$ cat src/rtl/vga_timing_pkg.sv
// Raster timing constants shared by the VGA timing generator and its axis counters.
// Holds the default 800x600@72 set, a 640x480@60 alternative and the coordinate width.
package vga_timing_pkg;

    localparam int COORD_W = 11;

    typedef logic [COORD_W-1:0] coord_t;

    // 800x600@72 Hz from a 50 MHz pixel clock
    localparam int SVGA_H_VISIBLE = 800;
    localparam int SVGA_H_FRONT   = 56;
    localparam int SVGA_H_SYNC    = 120;
    localparam int SVGA_H_BACK    = 64;
    localparam int SVGA_V_VISIBLE = 600;
    localparam int SVGA_V_FRONT   = 37;
    localparam int SVGA_V_SYNC    = 6;
    localparam int SVGA_V_BACK    = 23;

    // 640x480@60 Hz from a 25.175 MHz pixel clock
    localparam int VGA_H_VISIBLE  = 640;
    localparam int VGA_H_FRONT    = 16;
    localparam int VGA_H_SYNC     = 96;
    localparam int VGA_H_BACK     = 48;
    localparam int VGA_V_VISIBLE  = 480;
    localparam int VGA_V_FRONT    = 10;
    localparam int VGA_V_SYNC     = 2;
    localparam int VGA_V_BACK     = 33;

    // Counter-derived raster flags travelling through the output delay line.
    typedef struct packed {
        logic active;
        logic hsync;
        logic vsync;
    } raster_flags_t;

    function automatic int axis_total(input int visible, input int front,
                                      input int sync, input int back);
        return visible + front + sync + back;
    endfunction

endpackage

$ cat src/rtl/vga_axis_counter.sv
// One raster axis: a wrapping position counter with visible, sync and wrap decodes.
// Used once for the horizontal axis and once, enabled by the line wrap, for the vertical axis.
module vga_axis_counter
    import vga_timing_pkg::*;
#(
    parameter int VISIBLE = SVGA_H_VISIBLE,
    parameter int FRONT   = SVGA_H_FRONT,
    parameter int SYNC    = SVGA_H_SYNC,
    parameter int BACK    = SVGA_H_BACK
) (
    input  logic               VGA_CLOCK,
    input  logic               RESET,
    input  logic               enable,
    output logic [COORD_W-1:0] count,
    output logic               active,
    output logic               sync,
    output logic               wrap
);

    localparam int     TOTAL      = axis_total(VISIBLE, FRONT, SYNC, BACK);
    localparam coord_t LAST       = coord_t'(TOTAL - 1);
    localparam coord_t VIS_END    = coord_t'(VISIBLE);
    localparam coord_t SYNC_START = coord_t'(VISIBLE + FRONT);
    localparam coord_t SYNC_END   = coord_t'(VISIBLE + FRONT + SYNC);

    // wrap already includes enable, so the V instance's wrap marks the frame wrap.
    assign wrap   = enable && (count == LAST);
    assign active = (count < VIS_END);
    assign sync   = (count >= SYNC_START) && (count < SYNC_END);

    // NOTE: registers use <= so every flop samples pre-edge values; the reset is in
    // the sensitivity list because it must take effect without waiting for a clock.
    always_ff @(posedge VGA_CLOCK or posedge RESET) begin
        if (RESET) begin
            count <= '0;
        end else if (wrap) begin
            count <= '0;
        end else if (enable) begin
            count <= count + coord_t'(1);
        end
    end

endmodule

$ cat src/rtl/vga_timing_gen.sv
// VGA raster timing for pong: coordinate bus out, engine colour back in, aligned pins out.
// Optional 8-bar colour test pattern is built when VGA_TEST_PATTERN_EN is defined.
module vga_timing_gen
    import vga_timing_pkg::*;
#(
    parameter int H_VISIBLE = SVGA_H_VISIBLE,
    parameter int H_FRONT   = SVGA_H_FRONT,
    parameter int H_SYNC    = SVGA_H_SYNC,
    parameter int H_BACK    = SVGA_H_BACK,
    parameter int V_VISIBLE = SVGA_V_VISIBLE,
    parameter int V_FRONT   = SVGA_V_FRONT,
    parameter int V_SYNC    = SVGA_V_SYNC,
    parameter int V_BACK    = SVGA_V_BACK,
    parameter bit HSYNC_POL = 1'b1,
    parameter bit VSYNC_POL = 1'b1
) (
    input  logic               VGA_CLOCK,
    input  logic               RESET,
    input  logic [2:0]         PIXEL,
`ifdef VGA_TEST_PATTERN_EN
    input  logic               TEST_PATTERN,
`endif
    output logic [COORD_W-1:0] PIXEL_H,
    output logic [COORD_W-1:0] PIXEL_V,
    output logic               ACTIVE,
    output logic               FRAME_START,
    output logic               VGA_HSYNC,
    output logic               VGA_VSYNC,
    output logic               VGA_R,
    output logic               VGA_G,
    output logic               VGA_B
);

    logic          h_active, h_sync, h_wrap;
    logic          v_active, v_sync, v_wrap;
    raster_flags_t flags_d1;
    logic [2:0]    colour_src;
    logic [2:0]    rgb_q;
    logic          hsync_q, vsync_q;

    vga_axis_counter #(
        .VISIBLE (H_VISIBLE),
        .FRONT   (H_FRONT),
        .SYNC    (H_SYNC),
        .BACK    (H_BACK)
    ) u_h_counter (
        .VGA_CLOCK (VGA_CLOCK),
        .RESET     (RESET),
        .enable    (1'b1),
        .count     (PIXEL_H),
        .active    (h_active),
        .sync      (h_sync),
        .wrap      (h_wrap)
    );

    vga_axis_counter #(
        .VISIBLE (V_VISIBLE),
        .FRONT   (V_FRONT),
        .SYNC    (V_SYNC),
        .BACK    (V_BACK)
    ) u_v_counter (
        .VGA_CLOCK (VGA_CLOCK),
        .RESET     (RESET),
        .enable    (h_wrap),
        .count     (PIXEL_V),
        .active    (v_active),
        .sync      (v_sync),
        .wrap      (v_wrap)
    );

    assign ACTIVE = h_active && v_active;

`ifdef VGA_TEST_PATTERN_EN
    // Bar position tracks PIXEL_H with a small counter instead of dividing by the bar width.
    localparam coord_t BAR_LAST = coord_t'(H_VISIBLE / 8 - 1);

    coord_t     bar_px;
    logic [2:0] bar_idx;
    logic [2:0] bar_rgb_d1;

    always_ff @(posedge VGA_CLOCK or posedge RESET) begin
        if (RESET) begin
            bar_px     <= '0;
            bar_idx    <= '0;
            bar_rgb_d1 <= '0;
        end else begin
            bar_rgb_d1 <= ~bar_idx;
            if (h_wrap) begin
                bar_px  <= '0;
                bar_idx <= '0;
            end else if (bar_px == BAR_LAST) begin
                bar_px  <= '0;
                bar_idx <= bar_idx + 3'd1;
            end else begin
                bar_px  <= bar_px + coord_t'(1);
            end
        end
    end

    assign colour_src = TEST_PATTERN ? bar_rgb_d1 : PIXEL;
`else
    assign colour_src = PIXEL;
`endif

    // Stage 1 waits for the engine's registered colour; stage 2 drives the pins together.
    always_ff @(posedge VGA_CLOCK or posedge RESET) begin
        if (RESET) begin
            FRAME_START <= 1'b0;
            flags_d1    <= '0;
            rgb_q       <= '0;
            hsync_q     <= ~HSYNC_POL;
            vsync_q     <= ~VSYNC_POL;
        end else begin
            FRAME_START    <= v_wrap;
            flags_d1.active <= ACTIVE;
            flags_d1.hsync  <= h_sync;
            flags_d1.vsync  <= v_sync;
            rgb_q          <= flags_d1.active ? colour_src : 3'b000;
            hsync_q        <= flags_d1.hsync ? HSYNC_POL : ~HSYNC_POL;
            vsync_q        <= flags_d1.vsync ? VSYNC_POL : ~VSYNC_POL;
        end
    end

    assign VGA_R     = rgb_q[2];
    assign VGA_G     = rgb_q[1];
    assign VGA_B     = rgb_q[0];
    assign VGA_HSYNC = hsync_q;
    assign VGA_VSYNC = vsync_q;

endmodule

$ cat config.mk
export PLATFORM = sky130hd
export DESIGN_NAME = vga_timing_gen
export DESIGN_NICKNAME = d
export VERILOG_FILES = /design/src/rtl/vga_timing_pkg.sv /design/src/rtl/vga_axis_counter.sv /design/src/rtl/vga_timing_gen.sv
export SDC_FILE = /design/constraint.sdc
export NUM_CORES = 1
export LEC_CHECK = 0
export ABC_AREA = 1
export BUFFER_PORTS_ARGS = -buffer_cell sky130_fd_sc_hd__buf_2
export CAP_MARGIN = 30
export CORE_MARGIN = 3
export CORE_UTILIZATION = 50
export CTS_BUF_LIST = sky130_fd_sc_hd__clkbuf_4 sky130_fd_sc_hd__clkbuf_8 sky130_fd_sc_hd__clkbuf_16
export DETAILED_ROUTE_END_ITERATION = 10
export PLACE_DENSITY = 0.85
export SLEW_MARGIN = 20
export SYNTH_ARGS = -nofsm -noshare
export SYNTH_HDL_FRONTEND = slang
export SYNTH_SLANG_ARGS = --single-unit
$ cat constraint.sdc
create_clock -name VGA_CLOCK -period 3.4 [get_ports VGA_CLOCK]
set_clock_uncertainty 0.1 [all_clocks]
set_input_delay 0.68 -clock VGA_CLOCK [delete_from_list [all_inputs] [get_ports VGA_CLOCK]]
set_output_delay 0.68 -clock VGA_CLOCK [all_outputs]
set_load 0.01 [all_outputs]
==> flow_metrics.py <==
metrics = {
    "layout": {
        "area_growth_pct": 16.5,
        "layout.cells.non_filler": 281,
        "diodes": 0,
        "final_nets": 245,
        "drive_gt1_share_pct": 21.5,
        "fin_area_sq_um": 1920,
        "fill_cells": 285,
    },
    "setup_path": {
        "end_kind": "output port",
        "rrSetupSlack_ps": 1430,
        "max_stage_delay_ps": 470,
        "reg2reg_depth": 8,
        "r2r_end": "u_v_counter.count[7]$_DFFE_PP0P_",
        "cp.required_ps": 2620,
        "slowest_stage": "dfrtp_1",
        "crit_top_cell": "nand2_1",
        "cp_cell_sequence": "nor2_1 -> nand2_1 -> nand2_1 -> nand4_1 -> a31oi_1 -> buf_2",
        "arrival_ps": 1600,
        "reg2reg_from": "u_h_counter.count[0]$_DFF_PP0_",
        "critPathKind": "reg -> out",
        "path_max_fanout": 7,
        "cp-start-kind": "register",
    },
    "cts": {
        "cts_root_buf": "clkbuf_4",
        "cts_sinks": 31,
        "insertion_delay_ps": 340,
        "clock_tree.buffer_depth": 2,
        "cts_buffers": 5,
        "ctsHoldBuffers": 0,
        "cts_tree": "yes",
        "cts_max_level": 2,
        "cts_setup_buffers": 0,
        "clk_transition_reported_paths_ps": 100,
        "cts.repair.resized": 0,
    },
    "worst_hold_path": {
        "hold_start": "flags_d1[1]$_DFF_PP0_",
        "hp-class": "reg -> reg",
        "min_to": "VGA_HSYNC$_DFF_PP0_",
        "whs_path_depth": 0,
    },
    "grt": {
        "grtUsageTotal_pct": 19.9,
        "grt_pass1_vias": 1327,
        "overflow": 0,
        "grt_first_pass_wirelength_microns": 6270,
        "grt_antenna_before_repair": 0,
        "grt_max_degree": 32,
    },
    "synthesis": {
        "synth_mux_area_share_pct": 0,
        "yosys_warnings": 0,
        "yosys.cell_types.count": 25,
        "synth_fa_ha_area_share_pct": 3.03,
        "syn_area_sq_um": 1650,
        "synth-seq-cells": 31,
        "synth_compound_area_share_pct": 5.84,
        "synth-seq-area-share_pct": 47.0,
        "synth_top_family_by_area": "simple AND/OR/NAND/NOR gates",
        "synthCells": 198,
        "synthXorXnorAreaFrac_pct": 5.84,
        "synth.avg_cell_area_sq_um": 8.34,
        "synthSimpleGateAreaFrac_pct": 29.1,
        "synth_nets": 207,
    },
    "timing": {
        "setup_viol": 0,
        "tightest_slew_ps": 469,
        "finalCritPeriodShare_pct": 69.9,
        "slew_headroom_pct": 68.7,
        "final.setup.tns_ps": 0,
        "rsz0062_at_grt": "no",
        "slew_violations": 0,
        "fmax_ghz": 0.421,
        "period_needed_ps": 2380,
        "hold_viol": 0,
    },
    "detailed_routing": {
        "drt_iter0_drc": 40,
        "drc": 0,
        "routedWlPerCell_microns": 12.6,
        "routed_wl_microns": 3550,
        "ant_nets": 0,
        "viasPerCell": 5.12,
        "vias": 1440,
        "dr.pass1.iters": 4,
    },
    "place": {
        "dp_cells": 273,
        "port_buffers": 33,
        "post-dp-hpwl_microns": 2510,
        "place_area_sq_um": 1850,
        "routabilityCongestion": 0.875,
    },
    "floorplanning": {
        "row_count": 20,
        "start_util_pct": 53.2,
        "die_area_sq_um": 4030,
        "fp.dieH_microns": 63.5,
        "core_sq_um": 3100,
        "io_pins": 34,
        "die_width_microns": 63.5,
    },
    "pwr": {
        "p_leak_nw": 1.01,
        "ir_worst_vdd_uv": 175,
        "p_per_area_nw_per_um2": 331,
    },
    "outcome": {
        "status": "completed",
    },
    "job": {
        "max_cap_violations": 0,
    },
}
-- worst max-delay path by stage --
stage | slack (ps) | to | cells after the start | start
floorplan | 1510 | ACTIVE | 5 | u_h_counter.count[7]$_DFF_PP0_
global placement | 1400 | ACTIVE | 6 | u_h_counter.count[7]$_DFF_PP0_
CTS | 1010 | ACTIVE | 6 | u_h_counter.count[7]$_DFF_PP0_
finish | 1020 | ACTIVE | 6 | u_h_counter.count[7]$_DFF_PP0_
global route | 930 | ACTIVE | 6 | u_h_counter.count[7]$_DFF_PP0_
detailed placement | 1380 | ACTIVE | 6 | u_h_counter.count[7]$_DFF_PP0_
-- per-layer routing --
layer  GRT usage (%)  up-vias  wire length (microns)
met5               0        -                      0
met4            8.36        0                     98
met3            5.35       12                    224
met2            28.9       49                   1530
met1            27.9      668                   1700
li1                -      711                      -
-- critical path: cells and delay by family (launching register included) --
kind	cells	cell delay, ps
buffers and inverters	1	160
and+or+nand+nor	4	440
DFF	1	470
AOI/OAI and AO/OA	1	190
-- placed cells by master, fill, tap and decap left out, types with 7 or more instances in the layout --
cell type / netlist / routed
nor2_1: 20 / 20
nand2_1: 36 / 36
buf_2: 1 / 33
nor3_1: 7 / 7
inv_1: 33 / 33
nand4_1: 9 / 9
nand3_1: 15 / 15
xor2_1: 10 / 10
o21ai_0: 10 / 10
dfrtp_1: 31 / 31
-- kinds of logic (layout without fill, tap and decap cells) --
group | count (synthesis) | count (layout)
DFF | 31 | 31
and+or+nand+nor | 99 | 99
AOI/OAI and AO/OA | 17 | 17
xor gates and xnor gates | 11 | 11
buffers and inverters | 36 | 75
adders and majority gates | 4 | 4
-- Yosys cell counts --
library cell | count | share of area [%]
xnor2_1 | 1 | 0.53
inv_1 | 33 | 7.5
ha_1 | 4 | 3.0
nand2_2 | 2 | 0.76
nor3_2 | 2 | 1.2
o2111ai_1 | 1 | 0.53
nand3_1 | 15 | 4.5
buf_2 | 1 | 0.30
buf_6 | 2 | 1.4
nand2_1 | 36 | 8.2
o221ai_1 | 1 | 0.53
a31oi_1 | 1 | 0.38
a21boi_0 | 1 | 0.46
nand3_2 | 2 | 1.2
nand4_1 | 9 | 3.4
o21ai_1 | 1 | 0.30
xor2_1 | 10 | 5.3
nor2_1 | 20 | 4.5
a21oi_1 | 2 | 0.61
o21ai_0 | 10 | 3.0
nor3_1 | 7 | 2.1
or2_2 | 1 | 0.38
nand3b_1 | 3 | 1.4
dfrtp_1 | 31 | 47
nor2_4 | 2 | 1.4
-- area by class of cell --
class                      count  area, sq um  share of cell area [%]
sequential                    31          776                    40.3
multi-input combinational    131          723                    37.6
timing repair buffer          34          173                    8.98
inverter                      33          124                    6.44
clock buffer                   8         72.6                    3.77
tap                           44         55.1                    2.86
-- report_power, final --
| part | internal, mW | switching, mW | leakage (nW) |
|---|---|---|---|
| clock | 0.130 | 0.122 | 0.0420 |
| combinational | 0.00430 | 0.00990 | 0.562 |
| sequential | 0.370 | 0.000357 | 0.407 |
-- through the flow --
stage / hold slack [ps] / utilization [%] / power [mW] / setup WS, ps
2_1_floorplan: 231 / - / 0.386 / 1510
3_3_place_gp: 237 / 59.6 / 0.392 / 1400
3_5_place_dp: 240 / 59.6 / 0.393 / 1380
4_1_cts: 263 / 62.0 / 0.645 / 1010
5_1_grt: 266 / 62.0 / 0.660 / 927
6_report: 259 / 62.0 / 0.636 / 1020
-- sequential cells by signal (all words and copies together) (netlist names) --
register	count
u_h_counter.count	11
rgb_q	3
FRAME_START	1
VGA_HSYNC	1
flags_d1	3
VGA_VSYNC	1
u_v_counter.count	11
No activity file was read; power rests on OpenSTA's default activity.
